### src/rtl/mem_burst_arbiter.sv
// ---------------------------------------------------------------------------
// mem_burst_arbiter
//
// Purpose:
//    Memory-side responder for the video burst protocol. Accepts burst
//    requests from a frame writer and a frame reader, grants one burst at a
//    time with round-robin fairness on ties, forwards the granted burst to the
//    single memory-controller burst port and returns per-beat handshakes plus
//    a one-cycle finish pulse to the owning initiator.
//
// Ports:
//    mem_clk, rst_n              clock (rising edge), async active-low reset
//    wr_burst_*                  writer channel: req/len/addr in, data_req out,
//                                data in, finish out
//    rd_burst_*                  reader channel: req/len/addr in, data_valid,
//                                data and finish out
//    mc_burst_*                  controller request: req/wr/len/addr out,
//                                finish in
//    mc_wr_data_req/mc_wr_data   controller write beat request / write data
//    mc_rd_data_valid/mc_rd_data controller read beat valid / read data
//    len_err                     sticky: beat count at finish != granted len
// ---------------------------------------------------------------------------
module mem_burst_arbiter #(
   parameter int MEM_DATA_BITS = 64,
   parameter int ADDR_BITS     = 24
) (
   input  logic                     mem_clk,
   input  logic                     rst_n,
   // writer channel
   input  logic                     wr_burst_req,
   input  logic [9:0]               wr_burst_len,
   input  logic [ADDR_BITS-1:0]     wr_burst_addr,
   output logic                     wr_burst_data_req,
   input  logic [MEM_DATA_BITS-1:0] wr_burst_data,
   output logic                     wr_burst_finish,
   // reader channel
   input  logic                     rd_burst_req,
   input  logic [9:0]               rd_burst_len,
   input  logic [ADDR_BITS-1:0]     rd_burst_addr,
   output logic                     rd_burst_data_valid,
   output logic [MEM_DATA_BITS-1:0] rd_burst_data,
   output logic                     rd_burst_finish,
   // memory controller port
   output logic                     mc_burst_req,
   output logic                     mc_burst_wr,
   output logic [9:0]               mc_burst_len,
   output logic [ADDR_BITS-1:0]     mc_burst_addr,
   input  logic                     mc_wr_data_req,
   output logic [MEM_DATA_BITS-1:0] mc_wr_data,
   input  logic                     mc_rd_data_valid,
   input  logic [MEM_DATA_BITS-1:0] mc_rd_data,
   input  logic                     mc_burst_finish,
   output logic                     len_err
);

   typedef enum logic [1:0] {
      IDLE = 2'd0,
      WR   = 2'd1,
      RD   = 2'd2,
      HOLD = 2'd3
   } state_t;

   state_t                 r_state;
   state_t                 w_state_next;

   // Grant bookkeeping. r_pend marks a grant latched in IDLE that has not yet
   // been issued; issuing one cycle later gives the registered controller
   // request its one-cycle latency from the latched len/addr.
   logic                   r_pend;
   logic                   r_own_rd;
   logic                   r_last_rd;
   logic [9:0]             r_len;
   logic [ADDR_BITS-1:0]   r_addr;
   logic [9:0]             r_cnt;

   logic                   r_mc_req;
   logic                   r_mc_wr;
   logic [9:0]             r_mc_len;
   logic [ADDR_BITS-1:0]   r_mc_addr;
   logic                   r_wr_fin;
   logic                   r_rd_fin;
   logic                   r_len_err;

   logic                   w_grant_rd;
   logic                   w_grant_wr;
   logic                   w_grant;
   logic                   w_issue;
   logic                   w_beat;
   logic                   w_done;
   logic [9:0]             w_cnt_final;

   // On a tie the channel not granted last wins; r_last_rd resets to write,
   // so the reader wins the first tie.
   assign w_grant_rd  = rd_burst_req & (~wr_burst_req | ~r_last_rd);
   assign w_grant_wr  = wr_burst_req & (~rd_burst_req |  r_last_rd);
   assign w_grant     = (r_state == IDLE) & ~r_pend & (w_grant_rd | w_grant_wr);
   assign w_issue     = (r_state == IDLE) &  r_pend;
   assign w_beat      = ((r_state == WR) & mc_wr_data_req) |
                        ((r_state == RD) & mc_rd_data_valid);
   assign w_done      = ((r_state == WR) | (r_state == RD)) & mc_burst_finish;
   // A beat arriving in the same cycle as finish still counts toward the total.
   assign w_cnt_final = w_beat ? (r_cnt + 10'd1) : r_cnt;

   // Combinational beat pass-through, gated to the owning state.
   assign wr_burst_data_req   = (r_state == WR) & mc_wr_data_req;
   assign mc_wr_data          = (r_state == WR) ? wr_burst_data : '0;
   assign rd_burst_data_valid = (r_state == RD) & mc_rd_data_valid;
   assign rd_burst_data       = (r_state == RD) ? mc_rd_data : '0;

   assign mc_burst_req    = r_mc_req;
   assign mc_burst_wr     = r_mc_wr;
   assign mc_burst_len    = r_mc_len;
   assign mc_burst_addr   = r_mc_addr;
   assign wr_burst_finish = r_wr_fin;
   assign rd_burst_finish = r_rd_fin;
   assign len_err         = r_len_err;

   // State register
   always_ff @(posedge mem_clk or negedge rst_n) begin
      if (!rst_n) begin
         r_state <= IDLE;
      end else begin
         r_state <= w_state_next;
      end
   end

   // Next-state logic. HOLD never looks at requests, so a req still high the
   // cycle after finish cannot retrigger a grant.
   always_comb begin
      w_state_next = r_state;
      case (r_state)
         IDLE: begin
            if (r_pend) begin
               if (r_len == 10'd0) begin
                  w_state_next = HOLD;
               end else if (r_own_rd) begin
                  w_state_next = RD;
               end else begin
                  w_state_next = WR;
               end
            end
         end
         WR, RD: begin
            if (mc_burst_finish) begin
               w_state_next = HOLD;
            end
         end
         HOLD: begin
            w_state_next = IDLE;
         end
         default: begin
            w_state_next = IDLE;
         end
      endcase
   end

   // Grant latch, controller request, beat counter, finish pulses, len_err
   always_ff @(posedge mem_clk or negedge rst_n) begin
      if (!rst_n) begin
         r_pend    <= 1'b0;
         r_own_rd  <= 1'b0;
         r_last_rd <= 1'b0;
         r_len     <= '0;
         r_addr    <= '0;
         r_cnt     <= '0;
         r_mc_req  <= 1'b0;
         r_mc_wr   <= 1'b0;
         r_mc_len  <= '0;
         r_mc_addr <= '0;
         r_wr_fin  <= 1'b0;
         r_rd_fin  <= 1'b0;
         r_len_err <= 1'b0;
      end else begin
         r_wr_fin <= 1'b0;
         r_rd_fin <= 1'b0;

         if (w_grant) begin
            r_pend    <= 1'b1;
            r_own_rd  <= w_grant_rd;
            r_last_rd <= w_grant_rd;
            r_len     <= w_grant_rd ? rd_burst_len  : wr_burst_len;
            r_addr    <= w_grant_rd ? rd_burst_addr : wr_burst_addr;
         end

         if (w_issue) begin
            r_pend <= 1'b0;
            if (r_len == 10'd0) begin
               // Empty burst completes locally without touching the controller.
               r_wr_fin <= ~r_own_rd;
               r_rd_fin <=  r_own_rd;
            end else begin
               r_mc_req  <= 1'b1;
               r_mc_wr   <= ~r_own_rd;
               r_mc_len  <= r_len;
               r_mc_addr <= r_addr;
            end
         end

         if (w_done) begin
            r_mc_req <= 1'b0;
            r_mc_wr  <= 1'b0;
            r_wr_fin <= (r_state == WR);
            r_rd_fin <= (r_state == RD);
            r_cnt    <= '0;
            if (w_cnt_final != r_len) begin
               r_len_err <= 1'b1;
            end
         end else if (w_beat) begin
            r_cnt <= r_cnt + 10'd1;
         end
      end
   end

endmodule

### config.mk
export PLATFORM = sky130hd
export DESIGN_NAME = mem_burst_arbiter
export DESIGN_NICKNAME = d
export VERILOG_FILES = /design/src/rtl/mem_burst_arbiter.sv
export SDC_FILE = /design/constraint.sdc
export NUM_CORES = 1
export LEC_CHECK = 0
export ABC_AREA = 0
export BUFFER_PORTS_ARGS = -buffer_cell sky130_fd_sc_hd__buf_2
export CORE_AREA = 8 8 140 142
export CTS_BUF_LIST = sky130_fd_sc_hd__clkbuf_16
export CTS_CLUSTER_DIAMETER = 40
export DETAILED_ROUTE_END_ITERATION = 8
export DIE_AREA = 0 0 148 150
export PLACE_DENSITY_LB_ADDON = 0.25
export SLEW_MARGIN = 25
export SYNTH_ARGS = -nofsm -noshare
export SYNTH_HDL_FRONTEND = slang
export SYNTH_SLANG_ARGS = --single-unit
export TNS_END_PERCENT = 20
### constraint.sdc
create_clock -name mem_clk -period 2.4 [get_ports mem_clk]
set_input_delay 0.48 -clock mem_clk [delete_from_list [all_inputs] [get_ports mem_clk]]
set_output_delay 0.48 -clock mem_clk [all_outputs]
set_load 0.005 [all_outputs]
==> reports/results.txt, run 1 <==
clock latency on the worst-skew pair: 0.33 ns
clk buf depth: 2
top layer in use: met5
Worst Setup End Kind: primary output
CTS clock-pin slew for the worst setup and hold paths: 0.06 ns
RR Startpoint: r_state[0]
max frequency: 0.4465 GHz
Synthesis Warnings: 0
Total GRT Usage: 18.82%
Overflow after GRT: 0
clock skew: 0.007546 ns
setup repair bufs after CTS: 0
Final Util: 42.37%
Worst Hold Class: input pin to asynchronous set/reset pin
worst path arrival time: 1.76 ns
DRC errors left: 0
vias post-DR: 4910
Routed met2 length: 10270 um
final net count: 1065
PwrDens: 1085 mW/mm2
DR vias/cell: 4.468
worst hold slack: 0.1110 ns
final setup vio count: 0
Max Cap Viol: 0
fin crit period: 2.240 ns
period utilization: 93.32%
DPL Wire Length: 18490 um
asr flop ratio synth: 100.0%
Cell Area, Synth: 0.004886 mm2
crit path max fanout: 66
Die W: 148 um
vias in the first global route: 4923
CTS buffer count: 9
post-synth cell types: 40
WP data required: 1.92 ns
setup tns final: 0 ns
Synth Flop Type: dfrtp_1
GP Congestion: 0.8712
Leak: 3.887 nW
full die area: 0.02220 mm2
synthesized flop and latch total: 87
Total Wirelength: 21830 um
initial antenna violation count: 12
RSZ-0062 raised after global routing: no
post-synthesis sequential area ratio: 44.56%
Core Box Area: 0.01753 mm2
routed length on met3: 1945 um
Cells after Synth: 498
CTS sink count: 87
status: complete, no violations
CP startpoint: r_state[0]
H-tree depth: 3
worst-margin pin slew: 0.6375 ns
mean post-synth cell area: 9.811 um2
Post-DRT Antenna Nets: 0
Initial Util: 27.86%
Area Growth Syn to Fin: 52.06%
Setup crit start kind: flop
Rows: 49
Slew Viols, Final: 0
crit path kind: flop to primary output
Die Y: 150 um
first-pass GRT wire length: 31190 um
most frequent cells in the layout: 370 x buf_2, 131 x and2_1, 87 x dfrtp_1, 53 x nor2_1, 39 x a21oi_1
post-synthesis net count: 705
Slew HR: 57.50%
largest net degree at the start of global routing: 67
initial DRC count: 195
M1 WL: 9331 um
Fillers: 1794
CTS tree: yes
number of I/O port buffers: 371
commonest non-fill, non-tap cell in the layout: buf_2
Initial DRT Pass Iterations: 4
Routed wire per std cell: 19.86 um
root buffer cell: clkbuf_16
I/O pin total: 372
VDD IR max: 0.0005402 V
layout cell share with drive strength beyond 1: 51.33%
Fin. Hold Viols: 0
number of flops mapped to enable cells by yosys: 0
-- what timing repair did --
action	in CTS	in global routing
resized for setup	0	4
hold buffers	0	0
endpoints found under the setup margin	0	117
-- worst max-delay path, stage by stage, from the launching register on --
cell	delay [ns]
dfrtp_1	0.38
inv_1	0.09
ha_1	0.23
buf_6	0.32
and2_1	0.20
buf_2	0.18
-- metal layers --
metal	track usage [%]	vias up
li1	-	2403
met1	23.20	2243
met2	31.28	234
met3	5.927	26
met4	4.844	4
met5	0	-
-- where the power goes --
| part | internal [mW] | leakage, nW | total, mW | switching, mW |
|---|---|---|---|---|
| Combinational | 1.93 | 2.72 | 3.91 | 1.99 |
| Sequential | 2.13 | 1.01 | 2.58 | 0.455 |
| Clock | 1.01 | 0.163 | 1.57 | 0.556 |
| Total | 5.06 | 3.89 | 8.06 | 3.00 |
-- synth_stat cells, types with 2 or more instances --
library cell	number	share of area, %
xor2_1	5	0.90
and2_1	131	17
nand2_1	10	0.77
xnor2_1	13	2.3
nor2_1	53	4.1
mux2i_1	36	7.4
clkbuf_1	24	1.8
inv_1	6	0.46
buf_1	2	0.15
a31oi_1	5	0.64
nor3b_1	2	0.31
o32a_1	2	0.41
buf_2	9	0.92
ha_1	4	1.0
a211o_1	2	0.36
nor4_1	3	0.38
a21oi_1	39	4.0
nor3_1	4	0.41
mux2_2	34	7.8
nand3_1	6	0.61
a41oi_1	2	0.36
dfrtp_1	87	45
o41ai_1	2	0.36
-- final timing paths --
kind | end | slack, ns | cells after the start
worst max register to register | len_err | 0.18 | 8
worst min register to register | mc_burst_len[7] | 0.50 | 1
min in group mem_clk | r_last_rd | 0.39 | 2
worst max-delay path | rd_burst_data[3] | 0.16 | 5
worst min-delay path | mc_burst_addr[16] | 0.11 | 1
max in group asynchronous | mc_burst_len[3] | 1.65 | 2
-- per-stage QoR --
step	total power, mW	std cells	worst slack (ns)	instance area, um2
CTS	8.158	1092	0.04189	7397
detailed placement	6.545	1076	0.1588	7061
finish	8.062	1099	0.1604	7430
floorplan	4.701	498	0.3288	4886
global placement	6.499	1076	0.1997	7061
global route	8.700	1095	0.005902	7420
-- kinds of logic after synthesis --
logic type               Yosys count  share of synthesized area [%]
AND/OR/NAND/NOR                  214                          24.17
AO/OA/AOI/OAI                     64                          8.425
multiplexers                      70                          15.21
flip-flops                        87                          44.56
XOR/XNOR                          18                          3.227
buffers and inverters             41                          3.380
adder cells (fa/ha/maj)            4                          1.024
-- final cells by class --
cell class	count	area, um2	share of cell area, %
multi-input combinational	370	2575	34.66
sequential	87	2177	29.30
tap	229	286.5	3.857
clock inverter	7	111.4	1.499
antenna	7	17.52	0.2358
clock buffer	9	225.2	3.031
inverter	6	22.52	0.3031
timing repair buffer	384	2014	27.11
-- flip-flops by register name, summed over array words and instances, names as in the netlist, 2 cells and up --
signal,flops
r_cnt,10
mc_burst_len,10
r_state,2
mc_burst_addr,24
r_len,10
r_addr,24
(Power assumes the default switching activity.)
==> inputs of run 2 (changes only) <==
--- a/config.mk
+++ b/config.mk
@@ -5,14 +5,16 @@
 export SDC_FILE = /design/constraint.sdc
 export NUM_CORES = 1
 export LEC_CHECK = 0
-export ABC_AREA = 0
+export ABC_AREA = 1
 export BUFFER_PORTS_ARGS = -buffer_cell sky130_fd_sc_hd__buf_2
-export CORE_AREA = 8 8 140 142
+export CAP_MARGIN = 10
+export CORE_AREA = 8 8 138 140
 export CTS_BUF_LIST = sky130_fd_sc_hd__clkbuf_16
 export CTS_CLUSTER_DIAMETER = 40
 export DETAILED_ROUTE_END_ITERATION = 8
-export DIE_AREA = 0 0 148 150
+export DIE_AREA = 0 0 146 148
 export PLACE_DENSITY_LB_ADDON = 0.25
+export RECOVER_POWER = 25
 export SLEW_MARGIN = 25
 export SYNTH_ARGS = -nofsm -noshare
 export SYNTH_HDL_FRONTEND = slang
==> run 2 against run 1 <==
Compared with the run above: clock skew is 0.0043 ns lower; non-clock buffer count down 3; worst hold slack improved by 0.21 ns; register-to-register slack better by 0.14 ns; global-route usage is 0.57 points higher; total power fell by 1.1%; die area is 2.7% lower; worst setup slack worse by 0.00099 ns; via count grew 17%; wire length increased by 1.1%; critical path type unchanged; largest cell class is now sequential cells.
==> reports/results.txt, run 2 <==
first-pass GRT wire length: 32860 um (was 31190 um)
root buffer cell: clkbuf_16 (unchanged)
CP bufs+invs: 4 (was 3)
Max Cap Viol: 0 (unchanged)
Worst Setup End Kind: primary output (unchanged)
setup tns final: 0 ns (unchanged)
area of the multi-input gates: 0.001966 mm2 (was 0.002575 mm2)
clk buf depth: 2 (unchanged)
Total Wirelength: 22060 um (was 21830 um)
vias in the first global route: 5729 (was 4923)
synth top area cells: dfrtp_1 43%, nand2_1 17%, inv_1 14%, o21ai_0 7.4%, o22ai_1 4.4% (was dfrtp_1 45%, and2_1 17%, mux2_2 7.8%, mux2i_1 7.4%, nor2_1 4.1%)
Slew Viols, Final: 0 (unchanged)
Cells after Synth: 746 (was 498)
post-synthesis sequential area ratio: 43.49% (was 44.56%)
Slew HR: 28.66% (was 57.50%)
worst path arrival time: 1.76 ns (about the same)
Area Growth Syn to Fin: 48.79% (was 52.06%)
top cells by count, synth: 224 x nand2_1, 187 x inv_1, 87 x dfrtp_1, 74 x o21ai_0, 49 x nor2_1 (was 131 x and2_1, 87 x dfrtp_1, 53 x nor2_1, 39 x a21oi_1, 36 x mux2i_1)
setup repair bufs after CTS: 0 (unchanged)
Die Y: 148 um (was 150 um)
CP max stage delay: 0.38 ns (about the same)
Total GRT Usage: 19.39% (was 18.82%)
dominant cell type by area after synthesis: dfrtp_1 (unchanged)
Core Box Area: 0.01694 mm2 (was 0.01753 mm2)
Initial DRT Pass Iterations: 5 (was 4)
Worst Hold Class: input pin to asynchronous set/reset pin (unchanged)
Die W: 146 um (was 148 um)
initial DRC count: 274 (was 195)
most frequent cells in the layout: 370 x buf_2, 224 x nand2_1, 186 x inv_1, 87 x dfrtp_1, 74 x o21ai_0 (was 370 x buf_2, 131 x and2_1, 87 x dfrtp_1, 53 x nor2_1, 39 x a21oi_1)
max frequency: 0.4463 GHz (was 0.4465 GHz)
Initial Util: 29.56% (was 27.86%)
largest net degree at the start of global routing: 71 (was 67)
clock latency on the worst-skew pair: 0.34 ns (was 0.33 ns)
Setup crit start kind: flop (unchanged)
crit path max fanout: 33 (was 66)
family with the most delay on the worst path: buffers and inverters (unchanged)
RSZ-0062 raised after global routing: no (unchanged)
WP data required: 1.92 ns (about the same)
initial antenna violation count: 8 (was 12)
hold buffers post-CTS: 0 (unchanged)
final setup vio count: 0 (unchanged)
layout cell share with drive strength beyond 1: 36.40% (was 51.33%)
count leader, synth: nand2_1 (was and2_1)
VDD IR max: 0.0004432 V (was 0.0005402 V)
mean post-synth cell area: 6.711 um2 (was 9.811 um2)
cell count along the critical path: 6 (was 5)
DR vias/cell: 4.304 (was 4.468)
Synthesis Warnings: 0 (unchanged)
Synth Flop Type: dfrtp_1 (unchanged)
final net count: 1309 (was 1065)
I/O pin total: 372 (unchanged)
cell mode on critical path: inv_1
PwrDens: 1071 mW/mm2 (was 1085 mW/mm2)
DPL Wire Length: 17690 um (was 18490 um)
CTS clock-pin slew for the worst setup and hold paths: 0.06 ns (about the same)
Overflow after GRT: 0 (unchanged)
vias post-DR: 5742 (was 4910)
Worst path slowest cell: dfrtp_1 (unchanged)
Pwr Total: 7.975 mW (was 8.062 mW)
Routed wire per std cell: 16.54 um (was 19.86 um)
number of flops mapped to enable cells by yosys: 0 (unchanged)
R2R setup slack: 0.32 ns (was 0.18 ns)
sequential cell area: 0.002177 mm2 (unchanged)
DRC errors left: 0 (unchanged)
CTS buffer count: 9 (unchanged)
GP Congestion: 0.9169 (was 0.8712)
Final Util: 43.98% (was 42.37%)
CTS tree: yes (unchanged)
period utilization: 93.36% (was 93.32%)
commonest non-fill, non-tap cell in the layout: buf_2 (unchanged)
synthesized flop and latch total: 87 (unchanged)
crit path cell chain: inv_1 -> ha_2 -> buf_12 -> nand2_1 -> inv_1 -> buf_2 (was inv_1 -> ha_1 -> buf_6 -> and2_1 -> buf_2)
Fillers: 1815 (was 1794)
R2R cell count: 13 (was 8)
CTS sink count: 87 (unchanged)
Post-DRT Antenna Nets: 0 (unchanged)
fin crit period: 2.241 ns (was 2.240 ns)
post-synth cell types: 25 (was 40)
clock skew: 0.003270 ns (was 0.007546 ns)
Cell Area, Synth: 0.005006 mm2 (was 0.004886 mm2)
asr flop ratio synth: 100.0% (unchanged)
status: complete, no violations (unchanged)
crit path kind: flop to primary output (unchanged)
H-tree depth: 3 (unchanged)
area share of the largest cell type after synthesis: 43.49% (was 44.56%)
Worst R2R End: len_err (unchanged)
full die area: 0.02161 mm2 (was 0.02220 mm2)
Leak: 5.122 nW (was 3.887 nW)
Fin. Hold Viols: 0 (unchanged)
RR Startpoint: r_state[0] (unchanged)
number of I/O port buffers: 371 (unchanged)
post-synthesis net count: 953 (was 705)
Rows: 48 (was 49)
worst-margin pin slew: 1.070 ns (was 0.6375 ns)
run 2: cell types whose count changed in the layout (fill, tap and decap cells not counted), sizes merged, moves of 34 or more:
cell   change
mux2i     -36
o21ai     +75
mux2      -34
nand2    +218
inv      +181
and2     -131
o22ai     +35
run 2: cell families (layout without fill, tap and decap cells):
group,Yosys count,after routing,share of synthesized area (%)
simple gates,307,307,24.24
buf+inv,223,584,17.35
compound gates,124,124,13.45
flops,87,87,43.49
fa+ha+maj,4,4,0.9998
xor+xnor,1,1,0.4748
other cells,0,2,0
run 2: metal layers:
metal  vias up  GRT usage, %  routed length, um  share of wire [%]
met2       237         31.93              10450                 47
met5         -             0                 73               0.33
met1      2510         22.46               8901                 40
met3        39         7.643               2049                9.3
met4        12         7.110                586                2.7
li1       2944             -                  -                  -
run 2: cell type report:
cell class	instances	share of cell area, %
antenna	2	0.06719
inverter	187	9.424
multi-input combinational	436	26.39
clock inverter	7	1.495
tap	225	3.780
clock buffer	9	3.024
sequential	87	29.23
timing repair buffer	381	26.59
run 2: where the power goes:
| group | internal [mW] | leakage [nW] | switching [mW] |
|---|---|---|---|
| Sequential | 2.11 | 1.08 | 0.303 |
| Clock | 1.01 | 0.163 | 0.590 |
| Combinational | 1.61 | 3.88 | 2.35 |
| Total | 4.73 | 5.12 | 3.24 |
run 2: worst max path at each step:
| stage | slack (ns) | endpoint | startpoint |
|---|---|---|---|
| global route | 0.03 | mc_wr_data[34] | r_state[1] |
| floorplan | 0.60 | mc_wr_data[13] | r_state[1] |
| finish | 0.16 | rd_burst_data[63] | r_state[0] |
| detailed placement | 0.36 | mc_wr_data[59] | r_state[1] |
| global placement | 0.36 | mc_wr_data[59] | r_state[1] |
| CTS | 0.07 | rd_burst_data[63] | r_state[0] |
run 2: repair_timing:
action                                  CTS  global route
hold endpoints to repair                  0             0
endpoints found under the setup margin    1             1
pin swaps                                 0             0
resized for setup                         1             0
gates cloned                              0             1
run 2: through the flow:
step | area [um2] | std cells | setup WS [ns] | hold WS, ns
final | 7448 | 1334 | 0.1594 | 0.3256
after detailed placement | 7103 | 1315 | 0.3629 | 0.4681
after CTS | 7443 | 1331 | 0.07412 | 0.1541
after global placement | 7103 | 1315 | 0.3632 | 0.4626
after floorplan | 5006 | 746 | 0.5994 | 0.1844
after global routing | 7448 | 1334 | 0.03129 | 0.4015
==> inputs of run 3 (changes only) <==
--- a/config.mk
+++ b/config.mk
@@ -8,11 +8,13 @@
 export ABC_AREA = 1
 export BUFFER_PORTS_ARGS = -buffer_cell sky130_fd_sc_hd__buf_2
 export CAP_MARGIN = 10
-export CORE_AREA = 8 8 138 140
+export CELL_PAD_IN_SITES_DETAIL_PLACEMENT = 0
+export CELL_PAD_IN_SITES_GLOBAL_PLACEMENT = 1
+export CORE_MARGIN = 8
+export CORE_UTILIZATION = 26
 export CTS_BUF_LIST = sky130_fd_sc_hd__clkbuf_16
 export CTS_CLUSTER_DIAMETER = 40
 export DETAILED_ROUTE_END_ITERATION = 8
-export DIE_AREA = 0 0 146 148
 export PLACE_DENSITY_LB_ADDON = 0.25
 export RECOVER_POWER = 25
 export SLEW_MARGIN = 25
==> run 3 against run 2 <==
Compared with the run above: utilization shrank 4.5 points; critical path depth is the same; total power shrank 2.3%; sequential share of layout area is essentially flat; highest routed layer unchanged; register-to-register slack gained 0.08 ns.
==> reports/results.txt, run 3 (synthesis gave the netlist of run 2 again) <==
CTS clock-pin slew for the worst setup and hold paths: 0.07 ns (was 0.06 ns)
RSZ-0062 raised after global routing: no (unchanged)
clock skew: 0.01214 ns (was 0.003270 ns)
status: complete, no violations (unchanged)
DPL Wire Length: 18350 um (was 17690 um)
Slew HR: 30.48% (was 28.66%)
CTS buffer count: 9 (unchanged)
CTS tree: yes (unchanged)
M1 WL: 9409 um (was 8901 um)
Routed wire per std cell: 16.57 um (was 16.54 um)
final net count: 1308 (was 1309)
Post-DRT Antenna Nets: 0 (unchanged)
root buffer cell: clkbuf_16 (unchanged)
clk buf depth: 2 (unchanged)
most frequent cells in the layout: 370 x buf_2, 224 x nand2_1, 186 x inv_1, 87 x dfrtp_1, 74 x o21ai_0 (unchanged)
setup repair bufs after CTS: 0 (unchanged)
setup tns final: 0 ns (unchanged)
routed length on met3: 1816 um (was 2049 um)
Die Y: 154.8 um (was 148 um)
full die area: 0.02395 mm2 (was 0.02161 mm2)
Slew Viols, Final: 0 (unchanged)
first-pass GRT wire length: 34190 um (was 32860 um)
worst-margin pin slew: 1.043 ns (was 1.070 ns)
Initial DRT Pass Iterations: 4 (was 5)
initial antenna violation count: 3 (was 8)
Worst Hold Class: input pin to asynchronous set/reset pin (unchanged)
H-tree depth: 3 (unchanged)
largest net degree at the start of global routing: 71 (unchanged)
Overflow after GRT: 0 (unchanged)
Worst Setup End Kind: primary output (unchanged)
DR vias/cell: 4.149 (was 4.304)
Initial Util: 26.58% (was 29.56%)
WP data required: 1.92 ns (about the same)
DRC errors left: 0 (unchanged)
Setup crit start kind: flop (unchanged)
CTS sink count: 87 (unchanged)
I/O pin total: 372 (unchanged)
VDD IR max: 0.0005385 V (was 0.0004432 V)
vias in the first global route: 5656 (was 5729)
number of I/O port buffers: 371 (unchanged)
max frequency: 0.4421 GHz (was 0.4463 GHz)
Final Util: 39.49% (was 43.98%)
fin crit period: 2.262 ns (was 2.241 ns)
Leak: 5.101 nW (was 5.122 nW)
worst hold slack: 0.2703 ns (was 0.3256 ns)
clock latency on the worst-skew pair: 0.34 ns (about the same)
Total Wirelength: 22670 um (was 22060 um)
Area Growth Syn to Fin: 48.54% (was 48.79%)
PwrDens: 1048 mW/mm2 (was 1071 mW/mm2)
Total GRT Usage: 18.39% (was 19.39%)
commonest non-fill, non-tap cell in the layout: buf_2 (unchanged)
final setup vio count: 0 (unchanged)
vias post-DR: 5676 (was 5742)
Max Cap Viol: 0 (unchanged)
GP Congestion: 0.9785 (was 0.9169)
Core Box Area: 0.01883 mm2 (was 0.01694 mm2)
initial DRC count: 325 (was 274)
Die W: 154.8 um (was 146 um)
crit path max fanout: 65 (was 33)
top layer in use: met5 (unchanged)
Fillers: 2029 (was 1815)
crit path kind: flop to primary output (unchanged)
Routed met2 length: 11040 um (was 10450 um)
Fin. Hold Viols: 0 (unchanged)
layout cell share with drive strength beyond 1: 36.53% (was 36.40%)
Rows: 50 (was 48)
period utilization: 94.24% (was 93.36%)
worst path arrival time: 1.78 ns (was 1.76 ns)
-- run 3: repair_timing --
item	in CTS	in global routing
hold endpoints to repair	0	0
resized for setup	1	1
pin swaps	0	0
hold buffers	0	0
setup endpoints to repair	11	3
-- run 3: routing by layer --
| layer | global-route usage (%) | vias to the layer above |
|---|---|---|
| met5 | 0 | - |
| met4 | 4.153 | 6 |
| met3 | 5.740 | 29 |
| met2 | 31.53 | 230 |
| met1 | 22.12 | 2468 |
| li1 | - | 2943 |
-- run 3: worst paths after layout --
path	from	endpoint	slack (ns)	depth (start not counted)
hold reg to reg	mc_burst_addr[20]	mc_burst_addr[20]	0.48	2
setup / recovery	r_state[0]	rd_burst_data[38]	0.14	6
setup reg to reg	r_state[0]	r_addr[4]	0.40	9
min in group mem_clk	rd_burst_addr[16]	r_addr[16]	0.39	3
max in group asynchronous	rst_n	mc_burst_wr	0.66	2
hold / removal	rst_n	r_addr[15]	0.27	1
-- run 3: worst max-delay path, cell delays in order, from the launching register on --
cell and delay, ns:
dfrtp_1 0.39, inv_1 0.11, ha_2 0.20, clkbuf_8 0.38
nand2_1 0.14, inv_1 0.07, buf_2 0.10
-- run 3: area by class of cell --
class | count | area [um2] | share of cell area [%]
tap | 260 | 325.3 | 4.375
multi-input combinational | 436 | 1966 | 26.43
clock inverter | 7 | 86.33 | 1.161
timing repair buffer | 380 | 1949 | 26.22
antenna | 2 | 5.005 | 0.06731
clock buffer | 9 | 225.2 | 3.029
sequential | 87 | 2177 | 29.28
inverter | 187 | 701.9 | 9.440
-- run 3: per-stage QoR --
| stage | cells | power [mW] | setup WS, ns | instance area [um2] |
|---|---|---|---|---|
| 2_1_floorplan | 746 | 4.619 | 0.5994 | 5006 |
| 3_3_place_gp | 1350 | 6.408 | 0.3835 | 7134 |
| 3_5_place_dp | 1350 | 6.432 | 0.3580 | 7134 |
| 4_1_cts | 1366 | 7.953 | 0.1300 | 7450 |
| 5_1_grt | 1366 | 8.599 | 0.01655 | 7431 |
| 6_report | 1368 | 7.795 | 0.1383 | 7436 |
-- run 3: power by group --
group / switching (mW) / total (mW) / internal (mW)
combinational: 2.34 / 3.91 / 1.57
sequential: 0.295 / 2.40 / 2.11
clock: 0.645 / 1.48 / 0.833
total: 3.28 / 7.80 / 4.51
